`src/rtl/mfda_pump_pkg.sv`:
```
// Shared types and constants for the Source-inlet pump dispenser.
package mfda_pump_pkg;

    // Controller states; also exported on the debug port.
    typedef enum logic [2:0] {
        ST_IDLE  = 3'd0,
        ST_PRIME = 3'd1,
        ST_PUMP  = 3'd2,
        ST_DWELL = 3'd3,
        ST_DONE  = 3'd4
    } state_t;

    // Number of valve phases in one peristaltic stroke.
    localparam int PUMP_PHASES = 6;

    // Valve polarity: a 1 on a pump valve actuates (closes) it, a 1 on the
    // inlet opens the Source inlet.
    localparam logic [2:0] VALVES_RELEASED = 3'b000;
    localparam logic       INLET_OPEN      = 1'b1;
    localparam logic       INLET_SHUT      = 1'b0;

    // Phase patterns, bit0 is the inlet-side valve. Entry [0] is the first phase.
    localparam logic [PUMP_PHASES-1:0][2:0] PHASE_PATTERN = {
        3'b101, 3'b100, 3'b110, 3'b010, 3'b011, 3'b001
    };

endpackage

```
`src/rtl/pump_phase_gen.sv`:
```
// Phase timer for the peristaltic pump: holds each of the six phases for
// PHASE_CYCLES cycles while enabled and flags the last cycle of each stroke.
module pump_phase_gen
    import mfda_pump_pkg::*;
#(
    parameter int PHASE_CYCLES = 4
) (
    input  logic       clk,
    input  logic       rst,
    input  logic       enable,
    output logic [2:0] next_pattern,
    output logic       stroke_tick
);

    localparam int               TMR_W      = (PHASE_CYCLES > 1) ? $clog2(PHASE_CYCLES) : 1;
    localparam logic [TMR_W-1:0] TMR_LAST   = TMR_W'(PHASE_CYCLES - 1);
    localparam logic [2:0]       PHASE_LAST = 3'(PUMP_PHASES - 1);

    logic [TMR_W-1:0] timer_q, timer_d;
    logic [2:0]       phase_q, phase_d;

    // Advance the position while enabled; park at phase 0 otherwise so the
    // next pump run always starts on the first pattern.
    always_comb begin
        timer_d     = '0;
        phase_d     = '0;
        stroke_tick = 1'b0;
        if (enable) begin
            if (timer_q == TMR_LAST) begin
                timer_d = '0;
                if (phase_q == PHASE_LAST) begin
                    phase_d     = '0;
                    stroke_tick = 1'b1;
                end else begin
                    phase_d = phase_q + 3'd1;
                end
            end else begin
                timer_d = timer_q + TMR_W'(1);
                phase_d = phase_q;
            end
        end
    end

    // Pattern of the position the counters hold after this edge; the owner
    // registers it so the valve outputs line up with the controller state.
    assign next_pattern = PHASE_PATTERN[phase_d];

    // Position registers.
    always_ff @(posedge clk or posedge rst) begin
        if (rst) begin
            timer_q <= '0;
            phase_q <= '0;
        end else begin
            timer_q <= timer_d;
            phase_q <= phase_d;
        end
    end

endmodule

```
`src/rtl/mfda_source_dispenser.sv`:
```
// Source-inlet dispenser: accepts a stroke/dwell command, primes the inlet,
// runs the peristaltic pump, holds for the mixing dwell and pulses done.
//
// Handshake: a command transfers on a rising edge where cmd_valid and
// cmd_ready are both high; cmd_ready is high exactly in IDLE, and the command
// fields are sampled only on that edge.
module mfda_source_dispenser
    import mfda_pump_pkg::*;
#(
    parameter int PHASE_CYCLES  = 4,
    parameter int SETTLE_CYCLES = 2,
    parameter int STROKE_W      = 8,
    parameter int HOLD_W        = 12
) (
    input  logic                clk,
    input  logic                rst,
    input  logic                cmd_valid,
    output logic                cmd_ready,
    input  logic [STROKE_W-1:0] cmd_strokes,
    input  logic [HOLD_W-1:0]   cmd_hold,
    input  logic                abort,
    output logic [2:0]          pump_valve,
    output logic                inlet_valve,
    output logic                busy,
    output logic                done,
    output logic [STROKE_W-1:0] strokes_done,
    output state_t              dbg_state
);

    localparam int CNT_W = (HOLD_W > $clog2(SETTLE_CYCLES + 1)) ? HOLD_W : $clog2(SETTLE_CYCLES + 1);

    state_t              state_q, state_d;
    logic [CNT_W-1:0]    cnt_q, cnt_d;
    logic [STROKE_W-1:0] strokes_q;
    logic [HOLD_W-1:0]   hold_q;
    logic                accept;
    logic                stroke_inc;
    logic [2:0]          next_pattern;
    logic                stroke_tick;

    pump_phase_gen #(
        .PHASE_CYCLES(PHASE_CYCLES)
    ) u_phase (
        .clk         (clk),
        .rst         (rst),
        .enable      (state_q == ST_PUMP),
        .next_pattern(next_pattern),
        .stroke_tick (stroke_tick)
    );

    assign cmd_ready = (state_q == ST_IDLE);
    assign dbg_state = state_q;

    // Next-state logic; cnt counts cycles spent in PRIME and DWELL.
    always_comb begin
        state_d    = state_q;
        cnt_d      = cnt_q + CNT_W'(1);
        accept     = 1'b0;
        stroke_inc = 1'b0;
        case (state_q)
            ST_IDLE: begin
                if (cmd_valid) begin
                    accept  = 1'b1;
                    state_d = (cmd_strokes == '0) ? ST_DONE : ST_PRIME;
                end
            end
            ST_PRIME: begin
                if (abort) state_d = ST_IDLE;
                else if (cnt_q == CNT_W'(SETTLE_CYCLES - 1)) state_d = ST_PUMP;
            end
            ST_PUMP: begin
                cnt_d = '0;
                if (abort) begin
                    state_d = ST_IDLE;
                end else if (stroke_tick) begin
                    stroke_inc = 1'b1;
                    if (strokes_done + STROKE_W'(1) == strokes_q)
                        state_d = (hold_q == '0) ? ST_DONE : ST_DWELL;
                end
            end
            ST_DWELL: begin
                if (abort) state_d = ST_IDLE;
                else if (cnt_q == CNT_W'(hold_q) - CNT_W'(1)) state_d = ST_DONE;
            end
            ST_DONE: begin
                state_d = ST_IDLE;
            end
            default: begin
                state_d = ST_IDLE;
            end
        endcase
        if (state_d != state_q) cnt_d = '0;
    end

    // State, counters and the latched command.
    always_ff @(posedge clk or posedge rst) begin
        if (rst) begin
            state_q   <= ST_IDLE;
            cnt_q     <= '0;
            strokes_q <= '0;
            hold_q    <= '0;
        end else begin
            state_q <= state_d;
            cnt_q   <= cnt_d;
            if (accept) begin
                strokes_q <= cmd_strokes;
                hold_q    <= cmd_hold;
            end
        end
    end

    // Registered outputs, decoded from the state being entered so they line
    // up with it; an abort clears them on the same edge.
    always_ff @(posedge clk or posedge rst) begin
        if (rst) begin
            pump_valve   <= VALVES_RELEASED;
            inlet_valve  <= INLET_SHUT;
            busy         <= 1'b0;
            done         <= 1'b0;
            strokes_done <= '0;
        end else begin
            pump_valve  <= (state_d == ST_PUMP) ? next_pattern : VALVES_RELEASED;
            inlet_valve <= (state_d == ST_PRIME || state_d == ST_PUMP) ? INLET_OPEN : INLET_SHUT;
            busy        <= (state_d == ST_PRIME || state_d == ST_PUMP || state_d == ST_DWELL);
            done        <= (state_d == ST_DONE);
            if (accept) strokes_done <= '0;
            else if (stroke_inc) strokes_done <= strokes_done + STROKE_W'(1);
        end
    end

endmodule
```
`config.mk`:
```
export PLATFORM = sky130hd
export DESIGN_NAME = mfda_source_dispenser
export DESIGN_NICKNAME = d
export VERILOG_FILES = /design/src/rtl/mfda_pump_pkg.sv /design/src/rtl/pump_phase_gen.sv /design/src/rtl/mfda_source_dispenser.sv
export SDC_FILE = /design/constraint.sdc
export NUM_CORES = 1
export LEC_CHECK = 0
export ABC_AREA = 1
export CELL_PAD_IN_SITES_DETAIL_PLACEMENT = 0
export CELL_PAD_IN_SITES_GLOBAL_PLACEMENT = 1
export CORE_MARGIN = 2
export CORE_UTILIZATION = 30
export DETAILED_ROUTE_END_ITERATION = 10
export DONT_BUFFER_PORTS = 1
export GPL_TIMING_DRIVEN = 1
export PLACE_DENSITY_LB_ADDON = 0.1
export SLEW_MARGIN = 20
export SYNTH_ARGS = -nofsm -noshare
export SYNTH_HDL_FRONTEND = slang
export SYNTH_SLANG_ARGS = --single-unit
```
`constraint.sdc`:
```
create_clock -name clk -period 4.2 [get_ports clk]
set_clock_uncertainty 0.15 [all_clocks]
set_input_delay 0 -clock clk [delete_from_list [all_inputs] [get_ports clk]]
set_output_delay 0 -clock clk [all_outputs]
set_load 0.01 [all_outputs]
```
==> out/metrics.yaml <==
sta:
  finalSetupViolCount: 0
  fmax_ghz: 0.353
  fin_crit_ns: 2.83
  rsz0062_at_grt: "false"
  min_period_over_period: 0.675
  hold_viol: 0
  report.final.slew_viol_count: 0
  worst_slew_pin_slew_ns: 0.846
  relSlewSlack: 0.434
  setup-tns-final_ns: 0
logic_synthesis:
  syn_area_mm2: 0.00330
  synth-simple-area-share: 0.389
  yosys-top-cells-area: "dfrtp_1 41%, nand2_1 14%, inv_1 6.7%"
  yosys_warnings: 0
  seq_area_frac_synth: 0.409
  synthAdderAreaFrac: 0.0189
  yosysTopAreaCellShare: 0.409
  yosys-mux-area-fraction: 0
  synth.distinct_cells: 34
  ys_ff_latch: 54
  synth_xor_xnor_area_share: 0.0387
  netlist_instances: 445
  synth_compound_area_frac: 0.0640
  synth_area_per_cell_um2: 7.42
  yosys.area.top_type: "dfrtp_1"
  syn-num-nets: 474
  synth_top_family_by_area: "simple AND/OR/NAND/NOR gates"
global_routing:
  first_global_vias: 2864
  grt_pass1_wl_um: 14300
  grt_max_degree: 55
  grtUsageTotal: 0.157
  grt.overflow.total: 0
  antenna_found_initial: 0
final_layout:
  drive_above_1_share: 0.123
  fin_util: 0.348
  final_area_mm2: 0.00376
  regArea_mm2: 0.00135
  final_nets: 498
  antennaDiodeCount: 0
  multi_input_area_mm2: 0.00169
  areaGrowthSynthToFinish_pct: 13.9
  num-fill-cells: 1168
worst_setup_path:
  crit_fanout: 25
  cp.required_ns: 4.30
  cp-end-kind: "register"
  cp-start-kind: "register"
  critical_path_class: "register to register"
  cp.arrival_ns: 2.93
detailed_routing:
  via_count: 2773
  drc: 0
  antenna_left: 0
  routed_wl_um: 8470
  drt_iter0_drc: 152
  wl_per_cell_um: 13.9
  viasPerCell: 4.55
  dr.pass1.iters: 4
die:
  initial_core_util: 0.306
  die_height_um: 109
  core_mm2: 0.0108
  die_w_um: 109
  pin_count: 42
  rows: 38
  dieArea_mm2: 0.0119
placement:
  hpwlAfterDp_um: 6360
  placed_cell_area_mm2: 0.00345
  gp_congestion: 0.791
  portBuffers: 0
clock_network:
  cts_tree: "built"
  cts_num_sinks: 54
  ctsResizeCount: 0
  cts_setup_buffers: 0
  cts_buffers: 5
  cts_root_buffer: "clkbuf_8"
  cts-htree-levels: 2
  cts_buffer_depth: 2
  clkLatencyLatePin_ns: 0.33
  clk_pin_slew_ns: 0.12
power:
  seqPwrFrac: 0.407
  pwr-share-clk: 0.162
  ir_drop_mv: 0.208
  p_leak_nw: 1.75
  switchingPower_w: 0.000869
  switching_share: 0.449
  pwr-share-comb: 0.431
  power.internal_w: 0.00107
  cellPowerDensity_mw_per_mm2: 515
run_status:
  outcome: "completed"
run:
  maxCapViolations: 0
hold_path:
  hp-class: "input pin to asynchronous set/reset pin"
==> kinds of logic (layout without fill, tap and decap cells) <==
logic type,Yosys count,after routing
flip-flops,54,54
buffers and inverters,66,91
XOR/XNOR,13,13
AND/OR/NAND/NOR,267,267
adder cells (fa/ha/maj),5,5
AO/OA/AOI/OAI,40,40
==> metal layers <==
metal / share of wire / track usage / up-vias
met5: 0 / 0 / -
met4: 0.010 / 0.0385 / 0
met3: 0.030 / 0.0317 / 5
met2: 0.47 / 0.263 / 36
met1: 0.49 / 0.207 / 1282
li1: - / - / 1450
==> cells in the mapped netlist, drive strengths merged <==
cell    number
and2         1
buf          3
xnor3        1
ha           5
a31oi        1
or2          6
clkbuf       4
dfrtp       54
xnor2        9
xor2         3
nand3       38
nor2        60
nand4        5
a21oi        5
a211oi       1
inv         59
nand3b       8
nand2      137
o22ai        3
nor3         8
nor4         4
o21ai       30
==> layout by cell type, fill, tap and decap left out, types with 2 or more instances in the layout <==
cell type	Yosys	routed
nor2_1	39	39
nor2_4	4	4
nor3_1	7	7
buf_4	0	2
nand2_1	124	124
nand3_2	4	4
dlygate4sd3_1	0	22
a21oi_1	4	4
o21ai_0	28	28
or2_2	4	4
xor2_1	3	3
inv_1	59	58
o22ai_1	3	3
ha_1	5	5
nand3b_2	2	2
dfrtp_1	54	54
nand2_2	12	12
clkbuf_8	0	5
nand3_1	33	33
nand3b_1	6	6
o21ai_1	2	2
nand4_1	5	5
or2_1	2	2
xnor2_1	9	9
nor2_2	17	17
nor4_1	4	4
==> worst paths after layout <==
| kind | from | endpoint | slack (ns) | depth (start not counted) |
|---|---|---|---|---|
| max in group asynchronous | rst | cnt_q[8] | 3.24 | 3 |
| min in group clk | cmd_hold[9] | hold_q[9] | 0.18 | 3 |
| worst min register to register | u_phase.timer_q[0] | u_phase.timer_q[0] | 0.29 | 1 |
| worst min-delay path | rst | pump_valve[0] | 0.16 | 3 |
| worst max-delay path | dbg_state[1] | cnt_q[0] | 1.37 | 11 |
| worst max register to register | dbg_state[1] | cnt_q[0] | 1.37 | 11 |
==> worst max-delay path, cell delays in order, from the launching register on <==
cell and delay, ns:
dfrtp_1 0.46, inv_1 0.15, nand2_1 0.08, inv_1 0.11, nand2_1 0.51, o22ai_1 0.46
a21oi_2 0.09, nand2_2 0.10, nand2_1 0.05, nand2_1 0.07, nand3_2 0.32, nor2_1 0.20
==> sequential cells by signal, summed over array words and instances (netlist names) <==
name and cells:
pump_valve 3, inlet_valve 1, hold_q 12, done 1, strokes_done 8, u_phase.phase_q 3
cnt_q 12, strokes_q 8, dbg_state 3, busy 1, u_phase.timer_q 2
==> layout make-up <==
cell class,count,share of cell area
Inverter,59,0.0589
Clock inverter,3,0.00566
Timing Repair Buffer,24,0.0626
Clock buffer,5,0.0183
Sequential cell,54,0.359
Tap cell,140,0.0466
Multi-Input combinational cell,325,0.449
==> power groups by stage <==
stage	Clock, W	Sequential [W]	Combinational (W)
after floorplan	0	0.000753	0.000691
after global placement	0	0.000803	0.000838
after detailed placement	0	0.000799	0.000838
after CTS	0.000331	0.000792	0.000858
after global routing	0.000354	0.000808	0.000963
final	0.000315	0.000788	0.000835
==> stage by stage <==
stage / power, W / instances / setup slack, ns / hold WS (ns)
floorplan: 0.00144 / 445 / 1.96 / -0.0404
global placement: 0.00164 / 580 / 1.34 / -0.0366
detailed placement: 0.00164 / 580 / 1.32 / -0.0296
CTS: 0.00198 / 610 / 1.27 / 0.173
global route: 0.00213 / 610 / 1.05 / 0.178
finish: 0.00194 / 610 / 1.37 / 0.163
==> repair_timing <==
item                                   in CTS  in global routing
setup endpoints to repair                   0                  0
hold buffers                               22                  0
endpoints found under the hold margin      87                  0
(Power assumes the default switching activity.)
